### src/rtl/rob_alloc_ctrl.sv
// Reorder-buffer allocation controller: in-order tag allocation, in-order retire,
// and a youngest-first squash walk after a pipeline flush.
module rob_alloc_ctrl #(
  parameter int DEPTH = 16,
  parameter int TAG_W = $clog2(DEPTH)
) (
  input  logic                  i_clk,
  input  logic                  i_rst_n,
  input  logic [1:0]            i_alloc_req,
  output logic [1:0]            o_alloc_grant,
  output logic [1:0][TAG_W-1:0] o_alloc_tag,
  input  logic [1:0]            i_retire_valid,
  input  logic                  i_flush,
  output logic                  o_squash_valid,
  output logic [TAG_W-1:0]      o_squash_tag,
  output logic [TAG_W-1:0]      o_head,
  output logic [TAG_W-1:0]      o_tail,
  output logic [TAG_W:0]        o_count,
  output logic                  o_full,
  output logic                  o_empty,
  output logic                  o_busy,
  output logic                  o_err
);

  localparam logic [TAG_W:0]   DEPTH_C  = (TAG_W+1)'(DEPTH);
  localparam logic [TAG_W:0]   DEPTH_M1 = (TAG_W+1)'(DEPTH - 1);
  localparam logic [TAG_W:0]   CNT_ONE  = (TAG_W+1)'(1);
  localparam logic [TAG_W-1:0] TAG_ONE  = TAG_W'(1);

  typedef enum logic {
    RUN    = 1'b0,
    SQUASH = 1'b1
  } state_t;

  state_t           state_reg;
  logic [TAG_W-1:0] head_reg;
  logic [TAG_W-1:0] tail_reg;
  logic [TAG_W:0]   count_reg;
  logic [TAG_W-1:0] stop_reg;
  logic [TAG_W-1:0] squash_tag_reg;
  logic             squash_valid_reg;
  logic             full_reg;
  logic             empty_reg;
  logic             busy_reg;
  logic             err_reg;

  logic             in_run;
  logic             grant_lane0;
  logic             grant_lane1;
  logic [1:0]       ret_req;
  logic [TAG_W:0]   ret_req_w;
  logic             over_retire;
  logic [TAG_W:0]   nret;
  logic [TAG_W:0]   nalloc;
  logic [TAG_W:0]   rem;
  logic [TAG_W-1:0] head_adv;
  logic [TAG_W:0]   count_next;

  // Grants depend only on registered occupancy, never on this cycle's retires.
  always_comb begin
    in_run      = (state_reg == RUN);
    grant_lane0 = in_run && !i_flush && i_alloc_req[0] && (count_reg < DEPTH_C);
    grant_lane1 = grant_lane0 && i_alloc_req[1] && (count_reg < DEPTH_M1);
  end

  assign o_alloc_grant = {grant_lane1, grant_lane0};

  for (genvar gi = 0; gi < 2; gi++) begin : g_lane_tag
    assign o_alloc_tag[gi] = tail_reg + TAG_W'(gi);
  end

  // Retire is an in-order prefix; anything beyond the live count is clipped.
  always_comb begin
    ret_req     = i_retire_valid[0] ? (i_retire_valid[1] ? 2'd2 : 2'd1) : 2'd0;
    ret_req_w   = {{(TAG_W-1){1'b0}}, ret_req};
    over_retire = in_run && (ret_req_w > count_reg);
    if (!in_run) begin
      nret = '0;
    end else if (over_retire) begin
      nret = count_reg;
    end else begin
      nret = ret_req_w;
    end
    nalloc   = {{TAG_W{1'b0}}, grant_lane0} + {{TAG_W{1'b0}}, grant_lane1};
    rem      = count_reg - nret;
    head_adv = head_reg + nret[TAG_W-1:0];
  end

  always_comb begin
    count_next = count_reg;
    if (in_run) begin
      count_next = count_reg + nalloc - nret;
    end else if (squash_tag_reg == stop_reg) begin
      count_next = '0;
    end else begin
      count_next = count_reg - CNT_ONE;
    end
  end

  always_ff @(posedge i_clk or negedge i_rst_n) begin
    if (!i_rst_n) begin
      state_reg        <= RUN;
      head_reg         <= '0;
      tail_reg         <= '0;
      count_reg        <= '0;
      stop_reg         <= '0;
      squash_tag_reg   <= '0;
      squash_valid_reg <= 1'b0;
      full_reg         <= 1'b0;
      empty_reg        <= 1'b1;
      busy_reg         <= 1'b0;
      err_reg          <= 1'b0;
    end else begin
      count_reg <= count_next;
      full_reg  <= (count_next == DEPTH_C);
      empty_reg <= (count_next == '0);
      if (over_retire) begin
        err_reg <= 1'b1;
      end
      case (state_reg)
        RUN: begin
          head_reg <= head_adv;
          if (i_flush) begin
            if (rem == '0) begin
              tail_reg <= head_adv;
            end else begin
              // Walk from the youngest live entry down to the oldest survivor.
              state_reg        <= SQUASH;
              busy_reg         <= 1'b1;
              squash_valid_reg <= 1'b1;
              squash_tag_reg   <= tail_reg - TAG_ONE;
              stop_reg         <= head_adv;
            end
          end else begin
            tail_reg <= tail_reg + nalloc[TAG_W-1:0];
          end
        end
        SQUASH: begin
          tail_reg <= squash_tag_reg;
          if (squash_tag_reg == stop_reg) begin
            state_reg        <= RUN;
            busy_reg         <= 1'b0;
            squash_valid_reg <= 1'b0;
            head_reg         <= stop_reg;
          end else begin
            squash_tag_reg <= squash_tag_reg - TAG_ONE;
          end
        end
        default: begin
          state_reg <= RUN;
        end
      endcase
    end
  end

  assign o_squash_valid = squash_valid_reg;
  assign o_squash_tag   = squash_tag_reg;
  assign o_head         = head_reg;
  assign o_tail         = tail_reg;
  assign o_count        = count_reg;
  assign o_full         = full_reg;
  assign o_empty        = empty_reg;
  assign o_busy         = busy_reg;
  assign o_err          = err_reg;

endmodule
### config.mk
export PLATFORM = sky130hd
export DESIGN_NAME = rob_alloc_ctrl
export DESIGN_NICKNAME = d
export VERILOG_FILES = /design/src/rtl/rob_alloc_ctrl.sv
export SDC_FILE = /design/constraint.sdc
export NUM_CORES = 1
export LEC_CHECK = 0
export CORE_UTILIZATION = 57
export DETAILED_ROUTE_END_ITERATION = 8
export PLACE_DENSITY = 0.86
export SLEW_MARGIN = 20
export SYNTH_ARGS = -nofsm -noshare
export SYNTH_HDL_FRONTEND = slang
export SYNTH_SLANG_ARGS = --single-unit
### constraint.sdc
create_clock -name i_clk -period 7.25 [get_ports i_clk]
set_input_delay 1.8125 -clock i_clk [delete_from_list [all_inputs] [get_ports i_clk]]
set_output_delay 1.8125 -clock i_clk [all_outputs]
set_load 0.01 [all_outputs]
==> results.json <==
{
  "status": "complete, but fails checks",
  "violations": "DRC",
  "power_frac_seq_pct": 25.2,
  "worst_slew_pin_slew_ns": 0.914,
  "largest_reg_flops": 5,
  "grt_setup_unrepaired": "no",
  "synth_edf_count": 0,
  "wl_um": 4280,
  "fmax_ghz": 0.182,
  "setup_violations": 0,
  "cts_tree": "done",
  "synth_common_cells": "25 x dfrtp_1, 22 x inv_1, 20 x ha_1",
  "first_pass_iters": 6,
  "die_area_um2": 4060,
  "drc_errors": 1,
  "drt_iter0_markers": 65,
  "endpoint_kind": "primary output",
  "drtAntennaViolNets": 0,
  "initial_core_util_pct": 59.3,
  "numCtsBuffers": 3,
  "yosysSeqAreaShare_pct": 30.0,
  "gp_congestion": 0.819,
  "pwr-share-clk_pct": 9.8,
  "cap_viol_max_count": 0,
  "crit_required_ns": 5.44,
  "htreeDepth": 1,
  "io_pins": 39,
  "ys_seq_elements": 26,
  "powerDensity_nw_per_um2": 498,
  "cts_root_buf": "clkbuf_8",
  "postCtsHoldBufs": 0,
  "synth_cell_type_count": 54,
  "overflow": 0,
  "port_buffers": 38,
  "yosysTopAreaCell": "dfrtp_1",
  "syn_area_um2": 2170,
  "ys.flop_type": "dfrtp_1",
  "tns_ns": 0,
  "vias": 1671,
  "coreArea_um2": 3660,
  "fin_cells": 302,
  "hold_path_depth": 1,
  "ctsResizeCount": 0,
  "die_h_um": 63.7,
  "path_clk_slew_ns": 0.10,
  "async_flop_share_pct": 100,
  "wire_per_inst_um": 14.2,
  "final_max_slew_viol_count": 0,
  "syn_avg_cell_area_um2": 9.70,
  "std_cell_rows": 22,
  "grt_pass1_wl_um": 7450,
  "hp-class": "reg2reg",
  "p_int_uw": 730,
  "fillers": 279,
  "clkSinkCount": 26,
  "hold_viol_final": 0,
  "power.share.combinational_pct": 65.0,
  "crit_type": "in2out",
  "skew_ns": 0.00433,
  "n_antenna_cell": 0,
  "fp.dieW_um": 63.7,
  "crit_arrival_ns": 3.69,
  "fin_nets": 287,
  "p_leak_uw": 0.00117,
  "yosysWarnings": 0,
  "period_share_pct": 75.9,
  "switchingPower_uw": 554,
  "cp-start-kind": "primary input",
  "clockBufferDepth": 2,
  "layout_min_cycle_time_ns": 5.50,
  "crit_fanout": 8,
  "r2r_cells": 15,
  "swShare_pct": 43.1,
  "clk-insertion-delay-late_ns": 0.28,
  "post-dp-hpwl_um": 3160,
  "ir_drop_mv": 0.239,
  "synthCells": 224,
  "grt_max_degree": 27,
  "antenna_found_initial": 0,
  "cts_setup_buffers": 0,
  "final_layout_size_suffix_gt1_share_pct": 8.27,
  "slew-limit-headroom_pct": 38.6,
  "synth_top_area_share_pct": 28.8,
  "track_usage_pct": 23.3,
  "yosysMostFrequentCell": "dfrtp_1",
  "grt_pass1_vias": 1637,
  "via_per_inst": 5.53,
  "netlist_top_cells_area": "dfrtp_1 29%, ha_1 12%, fa_1 4.6%, mux2i_1 4.6%, xnor2_1 4.0%",
  "post-place-cells": 298,
  "power.total_uw": 1280,
  "area_growth_pct": 18.8
}
per-stage QoR:
| stage | hold WS (ns) | utilization [%] | cell area, um^2 | worst slack [ns] |
|---|---|---|---|---|
| finish | 0.481 | 70.5 | 2580 | 1.75 |
| global placement | 0.472 | 68.5 | 2510 | 1.82 |
| detailed placement | 0.456 | 68.5 | 2510 | 1.75 |
| floorplan | 0.501 | - | 2180 | 2.39 |
| global route | 0.502 | 70.5 | 2580 | 1.57 |
| CTS | 0.485 | 70.5 | 2580 | 1.75 |
logic make-up (layout without fill, tap and decap cells):
group                    after synthesis  after routing  share of synthesized area, %
AO/OA/AOI/OAI                         41             41                          13.4
adder cells (fa/ha/maj)               25             25                          16.1
other                                  2              4                         0.346
XOR/XNOR                              18             18                          7.26
multiplexers                          13             13                          6.16
AND/OR/NAND/NOR                       61             61                          17.1
flip-flops                            26             26                          30.0
buffers and inverters                 38             66                          9.62
area by class of cell:
class                           count  area, um^2  share of cell area, %
Multi-Input combinational cell    162        1320                   51.1
Sequential cell                    26         652                   25.3
Timing Repair Buffer               40         395                   15.3
Inverter                           22        82.6                   3.20
Tap cell                           48        60.1                   2.33
Clock buffer                        3        41.3                   1.60
Clock inverter                      1        30.0                   1.16
power groups by stage:
stage                     Combinational, uW  Sequential [uW]  Clock, uW
after detailed placement                826              328          0
after global placement                  806              326          0
final                                   835              323        126
after CTS                               836              325        125
after floorplan                         584              320          0
after global routing                    927              337        133
worst paths after layout:
path / from / endpoint / slack (ns)
worst max-delay path: i_flush / o_alloc_grant[1] / 1.75
worst min-delay path: o_err$_DFFE_PN0P_ / o_err$_DFFE_PN0P_ / 0.48
worst max register to register: o_count[1]$_DFF_PN0_ / o_full$_DFF_PN0_ / 3.55
worst min register to register: o_err$_DFFE_PN0P_ / o_err$_DFFE_PN0P_ / 0.48
max in group asynchronous: i_rst_n / o_empty$_DFF_PN1_ / 5.06
min in group asynchronous: i_rst_n / o_tail[2]$_DFFE_PN0P_ / 1.90
critical path, stage by stage:
cell             delay [ns]
clkdlybuf4s50_1        0.59
nor4b_1                0.49
and3_1                 0.26
clkdlybuf4s50_1        0.53
per-layer routing:
metal | share of wire [%] | GRT usage [%]
met5 | 0 | 0
met4 | 0.94 | 5.97
met3 | 4.2 | 3.39
met2 | 45 | 36.6
met1 | 50 | 33.6
layout by cell type (no fill, tap or decap), types with 3 or more instances in the layout:
cell type / instances
nand2b_1: 6
fa_1: 5
nand2_1: 14
clkdlybuf4s50_1: 38
xnor2_1: 10
a21o_1: 3
o21ai_0: 5
a21oi_1: 9
o21ai_1: 5
clkbuf_8: 3
dfrtp_1: 25
nor2b_1: 5
ha_1: 20
nor3_1: 3
conb_1: 4
and2_1: 3
mux2_2: 3
inv_1: 22
xor2_1: 8
mux2i_1: 10
nor2_1: 10
No activity file was read; power rests on OpenSTA's default activity.
